## config.mk

```make
export PLATFORM = sky130hd
export DESIGN_NAME = adder_feeder
export DESIGN_NICKNAME = d
export VERILOG_FILES = /design/src/rtl/adder_pkg.sv /design/src/rtl/adder_feeder.sv
export SDC_FILE = /design/constraint.sdc
export NUM_CORES = 1
export LEC_CHECK = 0
export ABC_AREA = 1
export BUFFER_PORTS_ARGS = -buffer_cell sky130_fd_sc_hd__buf_2
export CAP_MARGIN = 10
export CORE_UTILIZATION = 45
export CTS_CLUSTER_SIZE = 14
export DETAILED_ROUTE_END_ITERATION = 8
export HOLD_SLACK_MARGIN = 0.08
export PLACE_DENSITY = 0.69
export REMOVE_ABC_BUFFERS = 1
export SYNTH_ARGS = -nofsm -noshare
export SYNTH_HDL_FRONTEND = slang
export SYNTH_SLANG_ARGS = --single-unit
```

## constraint.sdc

```tcl
create_clock -name clk -period 1.45 [get_ports clk]
set_input_delay 0.0725 -clock clk [delete_from_list [all_inputs] [get_ports clk]]
set_output_delay 0.0725 -clock clk [all_outputs]
set_load 0.05 [all_outputs]
```

## src/rtl/adder_pkg.sv

```systemverilog
// adder_pkg: definitions shared by the adder feeder and the adder it drives.
//   - feeder_state_e : sequencing states of the feeder
//   - IDX_*          : operand index values (order of arrival on the stream)
//   - lane_lo/cin_pos: bit positions inside the packed {cin, w, z, y, x} bus
package adder_pkg;

  typedef enum logic [1:0] {
    COLLECT = 2'd0,
    ISSUE   = 2'd1,
    WAIT    = 2'd2,
    HOLD    = 2'd3
  } feeder_state_e;

  localparam logic [1:0] IDX_X = 2'd0;
  localparam logic [1:0] IDX_Y = 2'd1;
  localparam logic [1:0] IDX_Z = 2'd2;
  localparam logic [1:0] IDX_W = 2'd3;

  // Lowest bit of operand lane 'lane' (0=x .. 3=w) in a bus of w-bit operands.
  function automatic int lane_lo(input int lane, input int w);
    return lane * w;
  endfunction

  // Carry-in sits directly above the four operand lanes.
  function automatic int cin_pos(input int w);
    return 4 * w;
  endfunction

endpackage

```

## src/rtl/adder_feeder.sv

```systemverilog
// adder_feeder: initiator side of the packed-operand adder interface.
// Collects x, y, z, w (and cin with w) from a serial operand stream into the
// packed bus 'ins', lets the adder register its sum, then captures the
// registered sum/zero flag and offers it as a result.
//
// Handshakes (both streams): a transfer happens on a rising clk edge where
// valid and ready are both high. ready never depends on valid; op_ready is
// high only in COLLECT and res_valid only in HOLD, and while res_valid is
// high the res_* fields do not change.
//
// Ports:
//   clk, rst              clock; asynchronous active-high reset
//   op_valid/op_ready     operand stream handshake
//   op_data [W-1:0]       operand, order x, y, z, w
//   op_cin                carry-in, taken together with w
//   ins [4W:0]            packed bus to adder {cin, w, z, y, x}
//   sm_r [W+1:0]          registered sum from the adder
//   sm_zero_r             registered zero flag from the adder
//   res_valid/res_ready   result stream handshake
//   res_sum [W+1:0]       captured sum
//   res_zero              captured zero flag
//   res_ovf               captured sum exceeds W bits
//   busy                  not in COLLECT
module adder_feeder
  import adder_pkg::*;
#(
  parameter int W = 8
) (
  input  logic           clk,
  input  logic           rst,
  input  logic           op_valid,
  output logic           op_ready,
  input  logic [W-1:0]   op_data,
  input  logic           op_cin,
  output logic [4*W:0]   ins,
  input  logic [W+1:0]   sm_r,
  input  logic           sm_zero_r,
  output logic           res_valid,
  input  logic           res_ready,
  output logic [W+1:0]   res_sum,
  output logic           res_zero,
  output logic           res_ovf,
  output logic           busy
);

  localparam int BUS_W = 4 * W + 1;

  feeder_state_e    state_q, state_d;
  logic [1:0]       idx_q;
  logic [BUS_W-1:0] ins_q, ins_d;
  logic             accept;
  logic [W+1:0]     res_sum_q;
  logic             res_zero_q;
  logic             res_ovf_q;

  // Next state and handshake outputs.
  always_comb begin
    state_d   = state_q;
    op_ready  = 1'b0;
    res_valid = 1'b0;
    accept    = 1'b0;
    case (state_q)
      COLLECT: begin
        op_ready = 1'b1;
        if (op_valid) begin
          accept = 1'b1;
          if (idx_q == IDX_W) state_d = ISSUE;
        end
      end
      ISSUE:   state_d = WAIT;   // adder sum settles and registers at end of this cycle
      WAIT:    state_d = HOLD;   // sm_r valid now; captured at end of this cycle
      HOLD: begin
        res_valid = 1'b1;
        if (res_ready) state_d = COLLECT;
      end
      default: state_d = COLLECT;
    endcase
  end

  // Packed bus with the current operand written into the lane picked by idx.
  always_comb begin
    ins_d = ins_q;
    for (int lane = 0; lane < 4; lane++) begin
      if (idx_q == 2'(lane)) ins_d[lane_lo(lane, W) +: W] = op_data;
    end
    if (idx_q == IDX_W) ins_d[cin_pos(W)] = op_cin;
  end

  always_ff @(posedge clk or posedge rst) begin
    if (rst) state_q <= COLLECT;
    else     state_q <= state_d;
  end

  always_ff @(posedge clk or posedge rst) begin
    if (rst) begin
      idx_q      <= IDX_X;
      ins_q      <= '0;
      res_sum_q  <= '0;
      res_zero_q <= 1'b0;
      res_ovf_q  <= 1'b0;
    end else begin
      if (accept) begin
        idx_q <= idx_q + 2'd1;   // 2-bit index wraps from w back to x
        ins_q <= ins_d;
      end
      if (state_q == WAIT) begin
        res_sum_q  <= sm_r;
        res_zero_q <= sm_zero_r;
        res_ovf_q  <= |sm_r[W+1:W];
      end
    end
  end

  assign ins      = ins_q;
  assign res_sum  = res_sum_q;
  assign res_zero = res_zero_q;
  assign res_ovf  = res_ovf_q;
  assign busy     = (state_q != COLLECT);

endmodule

```

* After elaboration in Yosys (flattened, before gate mapping) *
Cells that the tools add are included.

word-level totals
  register bits = 49
  latch bits = 0
  bits in writable memories = 0
  ROM bits = 0
  input port bits = 24
  output and inout bits = 48
  logic and storage cells = 36
  memories kept = 0

operators by class
  $add $sub $neg = 1
  $mul = 0
  divide/modulo/power cells = 0
  order comparisons = 0
  equal/unequal tests = 9
  shift-type cells = 0
  multiplexer cells = 8
  bitwise operators = 0
  reductions and logical operators = 9

operators by type and width
  kind                   count
  $eq A2 B2 Y1 const B   4
  $pmux W2 S4            1
  $reduce_and A2 Y1      4
  $mux W2                3
  $ne A2 B2 Y1 const B   3
  $eq A2 B1 Y1 const B   2
  $logic_not A2 Y1       2
  $mux W1                4
  $reduce_and A3 Y1      1
  $add A2 B1 Y2 const B  1
  $reduce_bool A2 Y1     1
  $reduce_or A2 Y1       1

* Logic depth before layout (Yosys ltp) *
  depth after elaboration = 4
  mapped depth = 7
  gate-level depth less buffers = 6

* Worst setup path after synthesis *
OpenSTA, ideal clock, no wires.

  kind = register to register
  start point = reg state_q[0]
  end point = reg ins_q[24] (netlist: ins[24])
  library setup time = 125 ps
  arrival time = 1794 ps
  data required time = 1325 ps
  setup slack = -469 ps
  stages on the path, launching flop included = 7
  path buffers = 1
  clock period less this slack = 1919 ps
  path through = dfrtp_1 inv_1 ha_1 inv_1 clkbuf_1 o21ai_0 nand2_1

on the way
  cells in the longest elaborated chain, start to end = 3

RTL lines
  what                         line                 RTL
  start: declaration           adder_feeder.sv:48   feeder_state_e state_q, state_d;
  start signal: assignment     adder_feeder.sv:91   else state_q <= state_d;
  $logic_not A2 Y1             adder_feeder.sv:62   case (state_q)
  $mux W1                      adder_feeder.sv:62
  $reduce_and A2 Y1 (no line)  --
  end signal: assignment       adder_feeder.sv:104  ins_q <= ins_d;
  end: declaration             adder_feeder.sv:50   logic [BUS_W-1:0] ins_q, ins_d;

No other way between the ends.
A chain may end at the register's enable or synchronous reset.

* Worst setup path after layout *
  start point = reg state_q[1]
  end point = out busy

on the way
  cells in the longest elaborated chain, start to end = 1

RTL lines
  what                line                 RTL
  $reduce_bool A2 Y1  adder_feeder.sv:118  assign busy = (state_q != COLLECT);
  end: declaration    adder_feeder.sv:43   output logic busy

No other way between the ends.

==> results.json <==
{
  "dp.cells": 348,
  "min_period_over_period": 0.946,
  "insertion_delay_ns": 0.30,
  "max-slew-margin-rel": 0.802,
  "netlist_instances": 227,
  "drv_slew": 0,
  "max_stage_delay_ns": 0.41,
  "synth_area_um2": 2050,
  "whs_path_depth": 5,
  "num_antenna_cells": 0,
  "path_max_fanout": 8,
  "clkSinkCount": 49,
  "grt_max_degree": 50,
  "final_area_um2": 2820,
  "dr.pass1.iters": 4,
  "cts-root-buf": "clkbuf_8",
  "grt_pass1_wl_um": 8280,
  "cts_buffer_depth": 2,
  "synthSimpleGateAreaFrac": 0.228,
  "cp-end-kind": "output pin",
  "path_class": "reg -> out",
  "cts_max_level": 2,
  "fillCellCount": 382,
  "place_worst_setup_slack_ns": -0.00816,
  "die_area_um2": 4820,
  "fin_setup_tns_ns": 0,
  "cp_num_buf_inv": 3,
  "stdcell_count": 378,
  "worst_pin_slew_ns": 0.296,
  "max_freq_mhz": 729,
  "avgSynthCellArea_um2": 9.01,
  "die_h_um": 69.4,
  "wl_per_cell_um": 13.2,
  "setup.worst_path.start_class": "register",
  "initial_utilization": 0.470,
  "worstPathArrival_ns": 1.30,
  "synth_compound_area_frac": 0.0832,
  "antenna_found_initial": 0,
  "required_ns": 1.38,
  "num_vias": 1804,
  "crit_family": "buffers and inverters",
  "drc": 0,
  "synth-seq-cells": 49,
  "overflow": 0,
  "routed_wl_um": 4980,
  "numCtsBuffers": 5,
  "grtUsageTotal": 0.224,
  "synth.distinct_cells": 16,
  "pin_count": 72,
  "seq_area_frac_synth": 0.599,
  "nets": 356,
  "clkTransAtPathRegs_ns": 0.08,
  "via_per_inst": 4.77,
  "hold_violations": 0,
  "cp_cell_sequence": "inv_1 > ha_4 > inv_2 > buf_6",
  "cp.depth": 4,
  "die_w_um": 69.4,
  "timing.clock.skew_ns": 0.00703,
  "period_needed_ns": 1.37,
  "reg2reg_slack_ns": 0.10,
  "grt_pass1_vias": 1774,
  "synth_xor_area_frac": 0.00428,
  "dpl.hpwl_um": 3180,
  "drive_gt1_frac": 0.282,
  "synthMuxAreaShare": 0,
  "synthToLayoutAreaGrowth_pct": 37.7,
  "cts_tree": "yes",
  "drt_iter0_drc": 60,
  "place.gp.congestion": 0.739,
  "core_area_um2": 4350,
  "synth_warnings": 0,
  "slowest_stage": "dfrtp_1",
  "setup_viol": 0,
  "synth_top_family_by_area": "simple AND/OR/NAND/NOR gates",
  "io_buffer_count": 71,
  "max-cap-violations": 0,
  "detail-route-antenna-nets": 0,
  "fp-row-count": 24,
  "synth_fa_ha_area_frac": 0.0428,
  "status": "finished, final reports clean",
  "placed_area_um2": 2480,
  "hp-class": "in -> reg",
  "worst-r2r-cell-count": 7,
  "finalWorstSetupSlack_ns": 0.0790
}
## placed cells by master, fill, tap and decap left out, drive strengths merged
cell	n
nand2	110
buf	77
dfrtp	49
o21ai	33
dlygate4sd3	21
inv	11
ha	7
clkbuf	7
nor2	5
nand3	3
a21oi	1
xor2	1
clkinvlp	1
## layer usage
layer,share of wire,GRT usage
met1,0.47,0.295
met2,0.48,0.369
met3,0.046,0.0552
met4,0.0092,0.0612
met5,0,0
## registers in the layout (all words and copies together) (netlist names)
name,flops
idx_q,2
ins,33
res_ovf,1
res_sum,10
res_zero,1
state_q,2
## path summary, 6_finish.rpt
check	start	to
max in group asynchronous	rst	ins[32]
min	res_ready	state_q[1]
min reg2reg	res_sum[5]	res_sum[5]
min in group asynchronous	rst	res_sum[7]
max	state_q[1]	busy
max reg2reg	state_q[1]	ins[17]
## worst register-to-register path, stage by stage, from the launching register on
cell and delay, ns:
dfrtp_1 0.42, inv_1 0.11, ha_4 0.16, nand2_1 0.08, buf_12 0.18, nor2_4 0.20, nand2_1 0.07, nand2_1 0.07
## repair_timing
item                                    CTS  global route
hold buffers                             21             0
pin swaps                                 0             1
endpoints found under the hold margin    94             0
buffers inserted                          0             1
gates resized for setup                   3             6
endpoints found under the setup margin    4            34
## through the flow
stage / hold slack, ns / utilization
2_1_floorplan: 0.186 / -
3_3_place_gp: 0.131 / 0.570
3_5_place_dp: 0.132 / 0.570
4_1_cts: 0.133 / 0.640
5_1_grt: 0.167 / 0.647
6_report: 0.143 / 0.647
## final cells by class
type	count	area [µm²]	share of cell area
Clock inverter	1	7.51	0.00267
Multi-Input combinational cell	160	758	0.269
Timing Repair Buffer	98	642	0.228
Tap cell	52	65.1	0.0231
Sequential cell	49	1230	0.435
Inverter	11	41.3	0.0147
Clock buffer	7	76.3	0.0271
## cell usage after synthesis
| master | number | area, µm² |
|---|---|---|
| o21ai_1 | 7 | 35.0 |
| dfrtp_1 | 49 | 1230 |
| buf_6 | 2 | 22.5 |
| buf_2 | 2 | 10.0 |
| nand2_1 | 110 | 413 |
| nor2_2 | 2 | 12.5 |
| nor2_4 | 2 | 22.5 |
| ha_1 | 7 | 87.6 |
| nand3_1 | 3 | 15.0 |
| clkbuf_1 | 2 | 7.51 |
| clkbuf_2 | 1 | 5.00 |
| nor2_1 | 1 | 3.75 |
| inv_1 | 11 | 41.3 |
| xor2_1 | 1 | 8.76 |
| o21ai_0 | 26 | 130 |
| a21oi_1 | 1 | 5.00 |
## logic make-up after synthesis
family,count (synthesis)
buffers and inverters,18
and+or+nand+nor,118
AOI/OAI and AO/OA,34
DFF,49
xor gates and xnor gates,1
adders and majority gates,7
Power is left out: the tool's default activity adds up to more than one toggle a clock period on the data nets, which glitch-free logic cannot reach.
